--- config.mk ---
export PLATFORM = sky130hd
export DESIGN_NAME = decode_unit
export DESIGN_NICKNAME = d
export VERILOG_FILES = /design/src/rtl/decode_unit.sv
export SDC_FILE = /design/constraint.sdc
export NUM_CORES = 1
export LEC_CHECK = 0
export BUFFER_PORTS_ARGS = -buffer_cell sky130_fd_sc_hd__buf_2
export CAP_MARGIN = 10
export CORE_AREA = 2 2 101 103
export CTS_CLUSTER_DIAMETER = 80
export DETAILED_ROUTE_END_ITERATION = 16
export DIE_AREA = 0 0 103 105
export PLACE_DENSITY = 0.75
export SETUP_SLACK_MARGIN = 0.5
export SLEW_MARGIN = 15
export SYNTH_ARGS = -nofsm -noshare
export SYNTH_HDL_FRONTEND = slang
export SYNTH_SLANG_ARGS = --single-unit
--- constraint.sdc ---
create_clock -name clk -period 2.2 [get_ports clk]
set_input_delay 0.44 -clock clk [delete_from_list [all_inputs] [get_ports clk]]
set_output_delay 0.44 -clock clk [all_outputs]
set_load 0.02 [all_outputs]
--- src/rtl/decode_unit.sv ---
// RV32I decode stage: decodes the fetched instruction and registers it into the ID/EX boundary.
// Optional RV32M OP decoding is enabled with `define DECODE_RV32M_EN.
module decode_unit (
  input  logic        clk,
  input  logic        reset_n,
  input  logic        if_valid,
  input  logic [31:0] if_pc,
  input  logic [31:0] if_inst,
  input  logic        stall,
  input  logic        flush,
  output logic        load_use_stall,
  output logic [4:0]  rf_rs1_addr,
  output logic [4:0]  rf_rs2_addr,
  output logic        id_valid,
  output logic [31:0] id_pc,
  output logic [3:0]  id_class,
  output logic [4:0]  id_rs1,
  output logic [4:0]  id_rs2,
  output logic [4:0]  id_rd,
  output logic [31:0] id_imm,
  output logic [2:0]  id_funct3,
  output logic        id_funct7b5,
  output logic        id_m_ext,
  output logic        id_illegal
);

  localparam logic [6:0] OPC_OP     = 7'b0110011;
  localparam logic [6:0] OPC_OP_IMM = 7'b0010011;
  localparam logic [6:0] OPC_LOAD   = 7'b0000011;
  localparam logic [6:0] OPC_STORE  = 7'b0100011;
  localparam logic [6:0] OPC_BRANCH = 7'b1100011;
  localparam logic [6:0] OPC_JAL    = 7'b1101111;
  localparam logic [6:0] OPC_JALR   = 7'b1100111;
  localparam logic [6:0] OPC_LUI    = 7'b0110111;
  localparam logic [6:0] OPC_AUIPC  = 7'b0010111;
  localparam logic [6:0] OPC_FENCE  = 7'b0001111;
  localparam logic [6:0] OPC_SYSTEM = 7'b1110011;

  localparam logic [3:0] CLS_OP      = 4'd0;
  localparam logic [3:0] CLS_OP_IMM  = 4'd1;
  localparam logic [3:0] CLS_LOAD    = 4'd2;
  localparam logic [3:0] CLS_STORE   = 4'd3;
  localparam logic [3:0] CLS_BRANCH  = 4'd4;
  localparam logic [3:0] CLS_JAL     = 4'd5;
  localparam logic [3:0] CLS_JALR    = 4'd6;
  localparam logic [3:0] CLS_LUI     = 4'd7;
  localparam logic [3:0] CLS_AUIPC   = 4'd8;
  localparam logic [3:0] CLS_MISC    = 4'd9;
  localparam logic [3:0] CLS_ILLEGAL = 4'd15;

  logic [6:0]  opcode;
  logic [6:0]  funct7;
  logic [31:0] imm_i, imm_s, imm_b, imm_u, imm_j;

  logic [3:0]  dec_class;
  logic [31:0] dec_imm;
  logic        dec_rs1_used;
  logic        dec_rs2_used;
  logic        dec_rd_wr;
  logic        dec_m_ext;
  logic        dec_illegal;

  assign opcode      = if_inst[6:0];
  assign funct7      = if_inst[31:25];
  assign rf_rs1_addr = if_inst[19:15];
  assign rf_rs2_addr = if_inst[24:20];

  assign imm_i = {{20{if_inst[31]}}, if_inst[31:20]};
  assign imm_s = {{20{if_inst[31]}}, if_inst[31:25], if_inst[11:7]};
  assign imm_b = {{19{if_inst[31]}}, if_inst[31], if_inst[7], if_inst[30:25], if_inst[11:8], 1'b0};
  assign imm_u = {if_inst[31:12], 12'b0};
  assign imm_j = {{11{if_inst[31]}}, if_inst[31], if_inst[19:12], if_inst[20], if_inst[30:21], 1'b0};

  // Instruction class, operand usage and immediate selection
  always_comb begin
    dec_class    = CLS_ILLEGAL;
    dec_imm      = 32'd0;
    dec_rs1_used = 1'b0;
    dec_rs2_used = 1'b0;
    dec_rd_wr    = 1'b0;
    dec_m_ext    = 1'b0;
    dec_illegal  = 1'b0;
    case (opcode)
      OPC_OP: begin
        dec_class    = CLS_OP;
        dec_rs1_used = 1'b1;
        dec_rs2_used = 1'b1;
        dec_rd_wr    = 1'b1;
        if (funct7 == 7'h01) begin
`ifdef DECODE_RV32M_EN
          dec_m_ext   = 1'b1;
`else
          dec_illegal = 1'b1;
`endif
        end else if (funct7 != 7'h00 && funct7 != 7'h20) begin
          dec_illegal = 1'b1;
        end
      end
      OPC_OP_IMM: begin
        dec_class    = CLS_OP_IMM;
        dec_imm      = imm_i;
        dec_rs1_used = 1'b1;
        dec_rd_wr    = 1'b1;
      end
      OPC_LOAD: begin
        dec_class    = CLS_LOAD;
        dec_imm      = imm_i;
        dec_rs1_used = 1'b1;
        dec_rd_wr    = 1'b1;
      end
      OPC_STORE: begin
        dec_class    = CLS_STORE;
        dec_imm      = imm_s;
        dec_rs1_used = 1'b1;
        dec_rs2_used = 1'b1;
      end
      OPC_BRANCH: begin
        dec_class    = CLS_BRANCH;
        dec_imm      = imm_b;
        dec_rs1_used = 1'b1;
        dec_rs2_used = 1'b1;
      end
      OPC_JAL: begin
        dec_class = CLS_JAL;
        dec_imm   = imm_j;
        dec_rd_wr = 1'b1;
      end
      OPC_JALR: begin
        dec_class    = CLS_JALR;
        dec_imm      = imm_i;
        dec_rs1_used = 1'b1;
        dec_rd_wr    = 1'b1;
      end
      OPC_LUI: begin
        dec_class = CLS_LUI;
        dec_imm   = imm_u;
        dec_rd_wr = 1'b1;
      end
      OPC_AUIPC: begin
        dec_class = CLS_AUIPC;
        dec_imm   = imm_u;
        dec_rd_wr = 1'b1;
      end
      OPC_FENCE, OPC_SYSTEM: dec_class = CLS_MISC;
      default: dec_illegal = 1'b1;
    endcase
    if (if_inst[1:0] != 2'b11) dec_illegal = 1'b1;
    // Illegal encodings carry no operands or immediate
    if (dec_illegal) begin
      dec_class    = CLS_ILLEGAL;
      dec_imm      = 32'd0;
      dec_rs1_used = 1'b0;
      dec_rs2_used = 1'b0;
      dec_rd_wr    = 1'b0;
      dec_m_ext    = 1'b0;
    end
  end

  // Dependent instruction behind a load must wait one cycle for the load data
  assign load_use_stall = if_valid & id_valid & (id_class == CLS_LOAD) & (id_rd != 5'd0) &
                          ((dec_rs1_used & (rf_rs1_addr == id_rd)) |
                           (dec_rs2_used & (rf_rs2_addr == id_rd)));

  // ID/EX register: flush > stall > hazard bubble > idle bubble > capture
  always_ff @(posedge clk or negedge reset_n) begin
    if (!reset_n) begin
      id_valid    <= 1'b0;
      id_pc       <= 32'd0;
      id_class    <= 4'd0;
      id_rs1      <= 5'd0;
      id_rs2      <= 5'd0;
      id_rd       <= 5'd0;
      id_imm      <= 32'd0;
      id_funct3   <= 3'd0;
      id_funct7b5 <= 1'b0;
      id_m_ext    <= 1'b0;
      id_illegal  <= 1'b0;
    end else if (flush || (!stall && (load_use_stall || !if_valid))) begin
      id_valid    <= 1'b0;
      id_pc       <= 32'd0;
      id_class    <= 4'd0;
      id_rs1      <= 5'd0;
      id_rs2      <= 5'd0;
      id_rd       <= 5'd0;
      id_imm      <= 32'd0;
      id_funct3   <= 3'd0;
      id_funct7b5 <= 1'b0;
      id_m_ext    <= 1'b0;
      id_illegal  <= 1'b0;
    end else if (!stall) begin
      id_valid    <= 1'b1;
      id_pc       <= if_pc;
      id_class    <= dec_class;
      id_rs1      <= dec_rs1_used ? rf_rs1_addr : 5'd0;
      id_rs2      <= dec_rs2_used ? rf_rs2_addr : 5'd0;
      id_rd       <= dec_rd_wr ? if_inst[11:7] : 5'd0;
      id_imm      <= dec_imm;
      id_funct3   <= if_inst[14:12];
      id_funct7b5 <= if_inst[30];
      id_m_ext    <= dec_m_ext;
      id_illegal  <= dec_illegal;
    end
  end

endmodule
* Word level (Yosys, flattened, before mapping)
Cells that the tools add are included.
** Storage, ports and cells
- Bits in registers :: 90
- Bits in latches :: 0
- Bits in writable memories :: 0
- Bits in read-only memories :: 0
- Bits of input ports :: 69
- Word-level logic and storage cells :: 90
- Memories :: 0
** Cells by class
- Add/sub/neg operators :: 0
- $mul :: 0
- Div/mod/pow operators :: 0
- Order comparisons :: 0
- Equal/unequal tests :: 18
- Shift operators :: 0
- Muxes and demuxes :: 39
- Bitwise operators :: 7
- Reductions and logical operators :: 15
** Operators by type and width (number)
- two-way mux 32 bit :: 5
- case mux 32 bit (5 select lines) :: 1
- two-way mux 5 bit :: 9
- case mux 4 bit (10 select lines) :: 1
- == test 7 bit (second input constant) :: 4
- == test 7 x 6 -> 1 bit (second input constant) :: 3
- two-way mux 1 bit :: 17
- == test 7 x 5 -> 1 bit (second input constant) :: 2
- two-way mux 4 bit :: 3
- == test 5 bit :: 2
- OR reduction 10 bit :: 1
- == test 7 x 1 -> 1 bit (second input constant) :: 1
- == test 7 x 2 -> 1 bit (second input constant) :: 1
- == test 7 x 4 -> 1 bit (second input constant) :: 1
- != test 7 x 6 -> 1 bit (second input constant) :: 1
- nonzero test 7 bit :: 1
- OR reduction 7 bit :: 1
- bitwise AND 1 bit :: 6
- two-way mux 3 bit :: 2
- OR reduction 3 bit :: 2
- OR reduction 6 bit :: 1
- nonzero test 5 bit :: 1
- == test 4 x 2 -> 1 bit (second input constant) :: 1
- OR reduction 2 bit :: 2
- 7 further kinds :: 10

* Logic depth before layout (Yosys ltp)
Gate-level depths: netlist (run 1).
- Word-level depth :: 14
- Mapped depth :: 10
- Gate-level depth less buffers :: 6

* Least setup slack after synthesis (run 1)
Ideal clock, no wire load.
- Path kind :: input to register
- Start :: in if_inst[2]
- End :: reg id_imm[10]
- Arrival :: 2.044 ns
- Data required time :: 2.078 ns
- Slack :: 0.035 ns
- Cell stages on the path :: 8
- Path buffers :: 2
- Path through :: buf_2 > nor2_2 > o2111a_2 > nand4_2 > a211oi_4 > nor2_4 > buf_6 > a32o_1
** On the way
- Cells in the longest elaborated chain, start to end :: 12
- Elaborated cells between the ends (all ways) :: 34
- Classes of those cells :: 12 x eq/ne; 10 x mux; 4 x bitwise; 8 x reduce/logical
** RTL lines
- start, declared :: RTL line 8 : input logic [31:0] if_inst,
- == test 7 x 4 -> 1 bit (tied with other cells) :: RTL line 83 : case (opcode)
- OR reduction 10 bit (no source line)
- case mux 1 bit (2 select lines) :: RTL line 83
- two-way mux 1 bit :: RTL line 147 : if (if_inst[1:0] != 2'b11) dec_illegal = 1'b1;
- two-way mux 1 bit :: RTL line 149 : if (dec_illegal) begin
- bitwise AND 1 bit (on tied branches) :: RTL line 161, 162
- bitwise OR 1 bit * :: RTL line 161 : ((dec_rs1_used & (rf_rs1_addr == id_rd)) |
- bitwise AND 1 bit * :: RTL line 160 : assign load_use_stall = if_valid & id_valid & (id_class == CLS_LOAD) & (id_rd != 5'd0) &
- named net load_use_stall :: RTL line 11 : output logic load_use_stall,
- logical OR 1 bit * :: RTL line 178 : end else if (flush || (!stall && (load_use_stall || !if_valid))) begin
- logical AND 1 bit * :: RTL line 178
- logical OR 1 bit * :: RTL line 178
- != test 2 x 1 -> 1 bit (no source line) / two-way mux 32 bit (equally long branches)
- end signal, assigned :: RTL line 197 : id_imm <= dec_imm;
- end, declared :: RTL line 20 : output logic [31:0] id_imm,
The timed path passes the listed nets; every way through them passes the cells marked *. The select of a mux whose other input is x is not followed.
A chain may end at the register's enable or synchronous reset.

* Worst setup path after layout (run 1)
- Start :: reg id_rd[2]
- End :: out load_use_stall
** On the way
- Cells in the longest elaborated chain, start to end :: 4
- Elaborated cells between the ends (all ways) :: 8
- Classes of those cells :: 2 x eq/ne; 5 x bitwise; 1 x reduce/logical
** RTL lines
- start, declared :: RTL line 19 : output logic [4:0] id_rd,
- start signal, assigned :: RTL line 196 : id_rd <= dec_rd_wr ? if_inst[11:7] : 5'd0;
- == test 5 bit (on tied branches) :: RTL line 161, 162
- bitwise AND 1 bit (on tied branches) :: RTL line 161, 162
- bitwise OR 1 bit :: RTL line 161
- bitwise AND 1 bit * :: RTL line 160
- end, declared :: RTL line 11
Every way passes the cells marked *; elsewhere a longest branch is shown, timed or not.

==> results of run 1 <==
==> flip-flops by register name, indices dropped and copies added, names as in the netlist <==
register and count:
id_pc 32, id_funct7b5 1, id_imm 32, id_illegal 1
id_rd 5, id_valid 1, id_rs2 5, id_rs1 5
id_funct3 3, id_class 4
==> report_power, final <==
group	switching [mW]	leakage, nW	internal (mW)
Combinational	0.321	1.90	0.236
Sequential	0.0219	1.22	1.67
Clock	0.616	0.0949	0.558
Total	0.959	3.22	2.46
==> metal layers <==
metal,track usage (%),routed length [um],part of all wire (%)
met1,31.9,5820,40
met2,41.7,7170,49
met3,5.28,1160,8.0
met4,10.6,350,2.4
met5,0,0,0
==> stage by stage <==
step / area (um^2) / power [mW] / hold WS, ns
final: 6090 / 3.42 / 0.0632
after detailed placement: 5450 / 2.21 / 0.469
after floorplan: 4240 / 1.96 / 0.144
after global placement: 5450 / 2.20 / 0.456
after CTS: 6010 / 3.41 / 0.0692
after global routing: 6090 / 3.53 / 0.105
==> worst max path at each step <==
stage	startpoint	to	slack (ns)
after floorplan	id_rd[1]$_DFFE_PN0P_	id_imm[10]$_DFFE_PN0P_	0.09
after global routing	id_rd[2]$_DFFE_PN0P_	load_use_stall	-0.38
after detailed placement	if_inst[16]	load_use_stall	-0.31
final	id_rd[2]$_DFFE_PN0P_	load_use_stall	-0.32
after CTS	id_rd[2]$_DFFE_PN0P_	load_use_stall	-0.28
after global placement	if_inst[16]	load_use_stall	-0.31
==> what timing repair did <==
action,CTS,global route
pin swaps,5,2
gates resized for setup,18,5
gates cloned,7,3
setup endpoints to repair,88,90
setup buffers,14,2
==> cell type report <==
class / instances / area [um^2]
multi-input combinational: 243 / 1780
clock buffer: 10 / 138
inverter: 2 / 7.51
timing repair buffer: 248 / 1700
sequential: 89 / 2230
clock inverter: 6 / 66.3
tap: 133 / 166
fill: 805 / 3550
==> synth_stat cells (all sizes together), types with 4 or more instances <==
master	number	area share (%)
nor2	15	1.6
dfrtp	89	53
o21ai	29	3.5
a32o	12	2.9
buf	29	4.8
a21o	11	2.0
nand4	4	0.75
nand3	7	0.84
xor2	8	1.7
clkbuf	14	1.3
nand2	34	3.1
a22o	57	12
a21oi	15	2.2
a22oi	5	0.90
nor3b	4	0.84
xnor2	4	0.84
==> cell families after synthesis <==
kind of cell           Yosys count  synth area share (%)
buffers and inverters           45                  6.32
other                            1                0.0897
XOR/XNOR                        12                  2.51
AO/OA/AOI/OAI                  140                  26.3
AND/OR/NAND/NOR                 88                  11.3
flip-flops                      89                  53.3
multiplexers                     1                 0.239
==> summary.md, run 1 <==
| Metric | Value |
|---|---|
| Outcome | `finished with violations` |
| Failing checks | `setup timing` |
| Most common cell after layout, fill and taps aside | `buf_2` |
| Reg2reg path depth | `12` |
| CTS tree | `done` |
| TritonRoute pass-1 iters | `5` |
| RSZ-0062 raised after global routing | `yes` |
| Post-Syn Nets | `445` |
| Global-route wire length before repair | `around 21000 um` |
| Predominant post-synthesis flop cell | `dfrtp_1` |
| Yosys warns | `0` |
| # IOs | `170` |
| Post-synth EDFFs | `0` |
| Sequential-to-total area share from yosys stat | `between 50% and 60%` |
| CP peak stage delay | `approximately 0.42 ns` |
| HPWL after DPL | `just under 10000 um` |
| Maximum root-to-sink buffer count | `2` |
| # diodes | `0` |
| Commonest non-fill, non-tap cells in the layout | `buf_2 (165), dfrtp_1 (85), buf_4 (60), a22o_1 (57), nand2_1 (34)` |
| Drt drc | `0` |
| Setup-failing EPs final | `88` |
| Port Buffers | `roughly 170` |
| Crit path max fanout | `2` |
| Pre-CTS WS | `-0.314 ns` |
| Clk Latency, worst-skew pair | `0.37 ns` |
| WS Path Type | `flip-flop to output port` |
| Worst Slack Setup Final | `-0.317 ns` |
| Crit-path leading delay family | `simple AND/OR/NAND/NOR gates` |
| Post-synthesis instance total | `376` |
| TNS Setup | `-22.34 ns` |
| Clock transition at path regs | `0.09 ns` |
| Die Y | `105 um` |
| Register bit total from synthesis | `about 90` |
| Critical Path Start Type | `flip-flop` |
| Total clock sinks | `89` |
| Initial antenna violation count | `0` |
| Initial core utilization | `43.4%` |
| Tightest Pin Transition | `0.996 ns` |
| Fmax | `397 MHz` |
| Antenna Nets Post-Route | `0` |
| Worst endpoint data arrival time | `2.08 ns` |
| Non-filler cells, final | `731` |
| Hold buffer count at CTS | `0` |
| Core area | `9640 um^2` |
| Detailed-route via count | `4110` |
| Final min period | `around 2.5 ns` |
| Yosys cell types | `56` |
| Layout Skew | `0.0124 ns` |
| Kind of end point of the critical path | `output port` |
| Initial DRC Count | `289` |
| Cells along the critical path | `xor2_1 > nor4_2 > buf_4 > nand4_1 > a211oi_4 > buf_6` |
| Final hold vios | `0` |
| Setup slack on the worst flop-to-flop path | `-0.30 ns` |
| Die Span X | `103 um` |
| Grt total ovfl | `0` |
| Syn Area/Cell | `11.1 um^2` |
| Cts bufs inserted | `9` |
| Final Cycle Share | `114%` |
| Worst r2r src | `id_rd[2]$_DFFE_PN0P_` |
| Req. time, crit path | `1.76 ns` |
| Area growth from synthesis to layout | `45.7%` |
| Largest net degree at the start of global routing | `90` |
| Power Density | `561 nW/um^2` |
| CP max-delay cell | `dfrtp_2` |
| Asr flop ratio synth | `100%` |
| P_leak | `between 3 and 4 nW` |
| Number of vias per cell | `approximately 5.6` |
| WL final | `between 10000 and 15000 um` |
| Layout cells sized above 1 | `around half` |
| Fin. max-slew vios | `0` |
| Row count | `36` |
| WP depth | `6` |
| RR Endpoint | `id_rd[0]$_DFFE_PN0P_` |
| Buf/Inv on CP | `2` |
| Post-Syn Area | `4180 um^2` |
| Root Buffer | `clkbuf_8` |
| Slew HR | `32.7%` |
| GRT Total Usage | `between 20 and 30%` |
| H-Tree Depth | `3` |
| Final design utilization | `63.2%` |
| Worst IR Drop VDD | `264 uV` |
| # Max-Cap Violations | `0` |
| Die area | `10800 um^2` |
| Hold crit path type | `input port to async pin` |
| WL/cell | `19.8 um` |
| DP Cell Count | `689` |
| Final #Nets | `662` |
| RD Place Congestion | `0.991` |
| Vias in the first global route | `3966` |
No activity file was read; power rests on OpenSTA's default activity.
==> inputs of run 2 (changes only) <==
Settings changed: PLACE_DENSITY 0.75 to 0.72.
==> run 2 against run 1 <==
  * The flow still finishes with violations (setup timing)
  * First-iteration DRC count decreased by 27%
  * Via count decreased by 4.3%
  * Worst hold slack improved by 0.041 ns
  * Combinational power decreased by 5.4%
  * Clock power increased by 3%
  * Flip-flop and latch count unchanged
  * Cell area decreased by 1.0%
  * Critical path depth unchanged
  * Maximum frequency decreased by 1.8%
  * Clock skew increased by 0.0011 ns
  * Setup slack got worse by 0.047 ns
  * Critical path type unchanged
  * Largest power group unchanged
  * Highest routed layer unchanged
==> summary.md, run 2 (synthesis results as in run 1) <==
| Metric | Value |
|---|---|
| Row count | `36 (unchanged)` |
| Buf/Inv on CP | `2 (unchanged)` |
| # diodes | `0 (unchanged)` |
| Die Span X | `103 um (unchanged)` |
| Fmax | `390 MHz (was 397 MHz)` |
| Final min period | `2.56 ns (was 2.52 ns)` |
| Failing checks | `setup timing (unchanged)` |
| Critical Path Start Type | `flip-flop (unchanged)` |
| # Max-Cap Violations | `0 (unchanged)` |
| Core area | `9640 um^2 (unchanged)` |
| Initial core utilization | `43.4% (unchanged)` |
| Root Buffer | `clkbuf_8 (unchanged)` |
| Outcome | `finished with violations (unchanged)` |
| Fin. max-slew vios | `0 (unchanged)` |
| Clock transition at path regs | `0.08 ns (was 0.09 ns)` |
| DP Cell Count | `688 (was 689)` |
| Final #Nets | `650 (was 662)` |
| CTS tree | `done (unchanged)` |
| CP peak stage delay | `0.42 ns (about the same)` |
| Setup-failing EPs final | `83 (was 88)` |
| Cells along the critical path | `xor2_1 > nor4_2 > buf_4 > nand4_1 > a211oi_4 > buf_6 (unchanged)` |
| Non-filler cells, final | `718 (was 731)` |
| TritonRoute pass-1 iters | `4 (was 5)` |
| WS Path Type | `flip-flop to output port (unchanged)` |
| GRT Total Usage | `22.7% (was 25.4%)` |
| Final instance area | `6030 um^2 (was 6090 um^2)` |
| Global-route wire length before repair | `18900 um (was 21100 um)` |
| Initial DRC Count | `211 (was 289)` |
| Worst r2r src | `id_rd[1]$_DFFE_PN0P_ (was id_rd[2]$_DFFE_PN0P_)` |
| Detailed-route via count | `3935 (was 4110)` |
| RD Place Congestion | `0.965 (was 0.991)` |
| Power Density | `568 nW/um^2 (was 561 nW/um^2)` |
| Die Y | `105 um (unchanged)` |
| Crit-path leading delay family | `simple AND/OR/NAND/NOR gates (unchanged)` |
| Largest net degree at the start of global routing | `63 (was 90)` |
| WL final | `13400 um (was 14500 um)` |
| Most common cell after layout, fill and taps aside | `buf_2 (unchanged)` |
| Port Buffers | `168 (unchanged)` |
| Cts bufs inserted | `9 (unchanged)` |
| HPWL after DPL | `9300 um (was 9610 um)` |
| TNS Setup | `-17.80 ns (was -22.34 ns)` |
| Worst endpoint data arrival time | `2.12 ns (was 2.08 ns)` |
| Worst Setup SP | `id_rd[1]$_DFFE_PN0P_ (was id_rd[2]$_DFFE_PN0P_)` |
| Tightest Pin Transition | `0.627 ns (was 0.996 ns)` |
| Kind of end point of the critical path | `output port (unchanged)` |
| Placed cell areas | `5440 um^2 (was 5450 um^2)` |
| Final Cycle Share | `117% (was 114%)` |
| Top flop regs | `id_imm: 32 flops, id_pc: 32 flops (unchanged)` |
| Area growth from synthesis to layout | `44.2% (was 45.7%)` |
| WL/cell | `18.7 um (was 19.8 um)` |
| H-Tree Depth | `3 (unchanged)` |
| Worst IR Drop VDD | `352 uV (was 264 uV)` |
| Antenna Nets Post-Route | `0 (unchanged)` |
| Crit path max fanout | `2 (unchanged)` |
| RSZ-0062 raised after global routing | `yes (unchanged)` |
| Maximum root-to-sink buffer count | `2 (unchanged)` |
| # IOs | `170 (unchanged)` |
| Slew HR | `58.2% (was 32.7%)` |
| Commonest non-fill, non-tap cells in the layout | `buf_2 (166), dfrtp_1 (85), a22o_1 (57), buf_4 (54), nand2_1 (33) (was buf_2 (165), dfrtp_1 (85), buf_4 (60), a22o_1 (57), nand2_1 (34))` |
| P_leak | `3.20 nW (was 3.22 nW)` |
| Layout Skew | `0.0135 ns (was 0.0124 ns)` |
| Req. time, crit path | `1.76 ns (about the same)` |
| Die area | `10800 um^2 (unchanged)` |
| Fillers | `823 (was 805)` |
| Worst hold slack | `0.104 ns (was 0.0632 ns)` |
| Vias in the first global route | `3702 (was 3966)` |
| Hold buffer count at CTS | `0 (unchanged)` |
| Initial antenna violation count | `0 (unchanged)` |
| Drt drc | `0 (unchanged)` |
| Clk Latency, worst-skew pair | `0.36 ns (was 0.37 ns)` |
| Grt total ovfl | `0 (unchanged)` |
| Final design utilization | `62.6% (was 63.2%)` |
| Number of vias per cell | `5.48 (was 5.62)` |
| Final hold vios | `0 (unchanged)` |
| Worst Slack Setup Final | `-0.364 ns (was -0.317 ns)` |
| CP max-delay cell | `dfrtp_2 (unchanged)` |
| Total clock sinks | `89 (unchanged)` |
| Layout cells sized above 1 | `50.8% (was 48.5%)` |
| Hold crit path type | `input port to async pin (unchanged)` |
[run 2: cell types whose count changed in the layout (fill, tap and decap cells not counted), sizes merged]
cell      delta
clkinvlp     -3
buf         -14
clkbuf       +5
inv          -1
bufinv       +1
nor3b        -1
[run 2: final timing paths]
| path | endpoint | slack, ns | depth (start not counted) |
|---|---|---|---|
| setup / recovery | load_use_stall | -0.36 | 6 |
| hold / removal | id_imm[12]$_DFFE_PN0P_ | 0.10 | 1 |
| setup reg to reg | id_imm[6]$_DFFE_PN0P_ | -0.26 | 10 |
| hold reg to reg | id_rs2[3]$_DFFE_PN0P_ | 0.48 | 2 |
| max in group asynchronous | id_imm[25]$_DFFE_PN0P_ | 1.48 | 2 |
| min in group clk | id_pc[1]$_DFFE_PN0P_ | 0.30 | 2 |
[run 2: power breakdown]
part           internal, mW  total, mW  switching, mW
clock                 0.664       1.21          0.545
sequential             1.67       1.69         0.0192
combinational         0.217      0.526          0.310
[run 2: metal layers]
metal / track usage (%) / vias to the layer above / share of wire, %
met5: 0 / - / 0
met4: 7.52 / 0 / 1.9
met3: 5.48 / 23 / 7.9
met2: 37.6 / 184 / 49
met1: 28.8 / 1936 / 41
li1: - / 1792 / -
[run 2: layout make-up]
cell class                      instances  area (um^2)  area share, %
Inverter                                2         7.51          0.125
Sequential cell                        89         2230           37.0
Tap cell                              133          166           2.76
Clock inverter                          3         65.1           1.08
Multi-Input combinational cell        242         1860           30.8
Timing Repair Buffer                  237         1550           25.8
Clock buffer                           12          145           2.41
[run 2: worst register-to-register path, stage by stage, from the launching register on]
cell and delay, ns:
dfrtp_2 0.42, xor2_1 0.15, nor4_2 0.36, buf_4 0.17
nand4_1 0.17, a211oi_4 0.35, buf_4 0.16, buf_6 0.11
nor2_4 0.10, clkbuf_16 0.18, a32o_1 0.21
[run 2: through the flow]
step                setup WS (ns)  total power, mW
finish                     -0.364             3.42
global route               -0.433             3.57
CTS                        -0.283             3.41
detailed placement         -0.325             2.20
global placement           -0.326             2.20
floorplan                  0.0905             1.96
[run 2: repair_timing]
action | in CTS | in global routing
setup buffers | 2 | 4
pin swaps | 4 | 25
setup endpoints to repair | 89 | 89
cloned | 0 | 9
gates resized for setup | 6 | 28
==> inputs of run 3 (changes only) <==
Settings changed: CORE_AREA 2 2 101 103 to 2 2 96 108, DIE_AREA 0 0 103 105 to 0 0 98 110.
==> run 3 against run 2 <==
  * The flow still finishes with violations (setup timing)
  * Wire length grew 3.1%
  * Non-clock buffer count grew 1
  * Critical path depth shrank 1
  * Die area shrank 0.32%
  * Clock skew shrank 0.0037 ns
  * First-iteration DRC count grew 31%
  * Worst hold slack lost 0.084 ns
  * Clock power shrank 9.9%
  * Core utilization grew 0.27 points
  * Critical path type unchanged
  * Critical endpoint unchanged
  * Highest routed layer unchanged
==> summary.md, run 3 (synthesis results as in run 1) <==
| Metric | Value |
|---|---|
| Commonest non-fill, non-tap cells in the layout | `buf_2 (166), dfrtp_1 (85), a22o_1 (57), buf_4 (47), nand2_1 (33) (was buf_2 (166), dfrtp_1 (85), a22o_1 (57), buf_4 (54), nand2_1 (33))` |
| DP Cell Count | `673 (was 688)` |
| Initial DRC Count | `277 (was 211)` |
| # IOs | `170 (unchanged)` |
| Failing checks | `setup timing (unchanged)` |
| Non-filler cells, final | `707 (was 718)` |
| Fin. max-slew vios | `0 (unchanged)` |
| Largest net degree at the start of global routing | `62 (was 63)` |
| Req. time, crit path | `1.76 ns (about the same)` |
| Critical Path Start Type | `flip-flop (unchanged)` |
| Buf/Inv on CP | `1 (was 2)` |
| Tot Pwr | `3.31 mW (was 3.42 mW)` |
| Port Buffers | `168 (unchanged)` |
| # diodes | `0 (unchanged)` |
| Drt drc | `0 (unchanged)` |
| Grt total ovfl | `0 (unchanged)` |
| Clk Latency, worst-skew pair | `0.37 ns (was 0.36 ns)` |
| WL/cell | `19.6 um (was 18.7 um)` |
| Outcome | `finished with violations (unchanged)` |
| Die Y | `110 um (was 105 um)` |
| RD Place Congestion | `0.917 (was 0.965)` |
| Area growth from synthesis to layout | `45.0% (was 44.2%)` |
| CP peak stage delay | `0.45 ns (was 0.42 ns)` |
| Hold crit path type | `input port to async pin (unchanged)` |
| Final instance area | `6060 um^2 (was 6030 um^2)` |
| Slew HR | `56.7% (was 58.2%)` |
| GRT Total Usage | `25.3% (was 22.7%)` |
| Hold buffer count at CTS | `0 (unchanged)` |
| Top flop regs | `id_imm: 32 flops, id_pc: 32 flops (unchanged)` |
| Worst endpoint data arrival time | `1.95 ns (was 2.12 ns)` |
| Total clock sinks | `89 (unchanged)` |
| Initial antenna violation count | `0 (unchanged)` |
| WL final | `13800 um (was 13400 um)` |
| Reg2reg path depth | `10 (unchanged)` |
| Final min period | `2.39 ns (was 2.56 ns)` |
| Worst Slack Setup Final | `-0.194 ns (was -0.364 ns)` |
| RSZ-0062 raised after global routing | `yes (unchanged)` |
| HPWL after DPL | `9650 um (was 9300 um)` |
| Initial core utilization | `43.3% (was 43.4%)` |
| Die Span X | `98 um (was 103 um)` |
| Final design utilization | `62.8% (was 62.6%)` |
| Placed cell areas | `5400 um^2 (was 5440 um^2)` |
| TNS Setup | `-7.73 ns (was -17.80 ns)` |
| Row count | `38 (was 36)` |
| Global-route wire length before repair | `21300 um (was 18900 um)` |
| Final #Nets | `652 (was 650)` |
| Final Cycle Share | `109% (was 117%)` |
| Core area | `9650 um^2 (was 9640 um^2)` |
| # Max-Cap Violations | `0 (unchanged)` |
| CTS tree | `done (unchanged)` |
| Detailed-route via count | `3964 (was 3935)` |
| H-Tree Depth | `3 (unchanged)` |
| Crit path max fanout | `3 (was 2)` |
| Pre-CTS WS | `-0.185 ns (was -0.325 ns)` |
| WP depth | `5 (was 6)` |
| Vias in the first global route | `3946 (was 3702)` |
| CP max-delay cell | `dfrtp_2 (unchanged)` |
| Root Buffer | `clkbuf_8 (unchanged)` |
| Final hold vios | `0 (unchanged)` |
| TritonRoute pass-1 iters | `5 (was 4)` |
| Power Density | `546 nW/um^2 (was 568 nW/um^2)` |
| P_leak | `3.19 nW (was 3.20 nW)` |
| Cells along the critical path | `xor2_2 > nor4_2 > nand4_1 > a211oi_4 > buf_6 (was xor2_1 > nor4_2 > buf_4 > nand4_1 > a211oi_4 > buf_6)` |
| Kind of end point of the critical path | `output port (unchanged)` |
| Setup-failing EPs final | `82 (was 83)` |
| Most common cell after layout, fill and taps aside | `buf_2 (unchanged)` |
| Worst hold slack | `0.0202 ns (was 0.104 ns)` |
| Layout Skew | `0.00982 ns (was 0.0135 ns)` |
| Worst IR Drop VDD | `280 uV (was 352 uV)` |
| Maximum root-to-sink buffer count | `2 (unchanged)` |
| Crit-path leading delay family | `simple AND/OR/NAND/NOR gates (unchanged)` |
| Tightest Pin Transition | `0.649 ns (was 0.627 ns)` |
| WS Path Type | `flip-flop to output port (unchanged)` |
| Cts bufs inserted | `9 (unchanged)` |
| Clock transition at path regs | `0.08 ns (about the same)` |
| Fmax | `418 MHz (was 390 MHz)` |
| Number of vias per cell | `5.61 (was 5.48)` |
| Die area | `10800 um^2 (about the same)` |
| Antenna Nets Post-Route | `0 (unchanged)` |
| Layout cells sized above 1 | `50.6% (was 50.8%)` |
## run 3: changes by cell type in the layout (fill, tap and decap cells not counted), moves of 3 or more
cell,delta
buf_4,-7
clkbuf_16,-5
buf_16,+5
buf_12,+3
buf_6,+4
## run 3: routing by layer
| metal | up-vias | share of wire (%) | global-route usage [%] |
|---|---|---|---|
| li1 | 1790 | - | - |
| met3 | 13 | 6.8 | 5.42 |
| met4 | 0 | 1.3 | 7.14 |
| met2 | 182 | 51 | 43.2 |
| met5 | - | 0 | 0 |
| met1 | 1979 | 41 | 32.9 |
## run 3: worst paths after layout
path                                        start                  endpoint  slack, ns
max reg2reg                  id_rd[0]$_DFFE_PN0P_     id_pc[21]$_DFFE_PN0P_      -0.16
min reg2reg                id_imm[18]$_DFFE_PN0P_    id_imm[18]$_DFFE_PN0P_       0.48
min                                       reset_n  id_funct3[1]$_DFFE_PN0P_       0.02
max                          id_rd[0]$_DFFE_PN0P_            load_use_stall      -0.19
min in group clk                         if_pc[0]      id_pc[0]$_DFFE_PN0P_       0.28
max in group asynchronous                 reset_n     id_pc[13]$_DFFE_PN0P_       1.50
## run 3: timing repair
| item | 4_1_cts | 5_1_grt |
|---|---|---|
| pin swaps | 21 | 8 |
| resized for setup | 32 | 18 |
| cloned | 9 | 0 |
| setup endpoints to repair | 88 | 88 |
| setup buffers | 10 | 0 |
## run 3: area by class of cell
class                   instances  area (um^2)
fillers                       806         3590
flip-flops and latches         89         2230
multi-input cells             243         1860
repair buffers                238         1630
well taps                     120          150
clock buffers                  12          135
clock inverters                 3         42.5
inverters                       2         7.51
## run 3: power by group
| part | switching [mW] | total (mW) | leakage, nW | internal [mW] |
|---|---|---|---|---|
| Combinational | 0.313 | 0.536 | 1.88 | 0.223 |
| Sequential | 0.0203 | 1.69 | 1.22 | 1.67 |
| Clock | 0.568 | 1.09 | 0.0864 | 0.519 |
| Total | 0.902 | 3.31 | 3.19 | 2.41 |
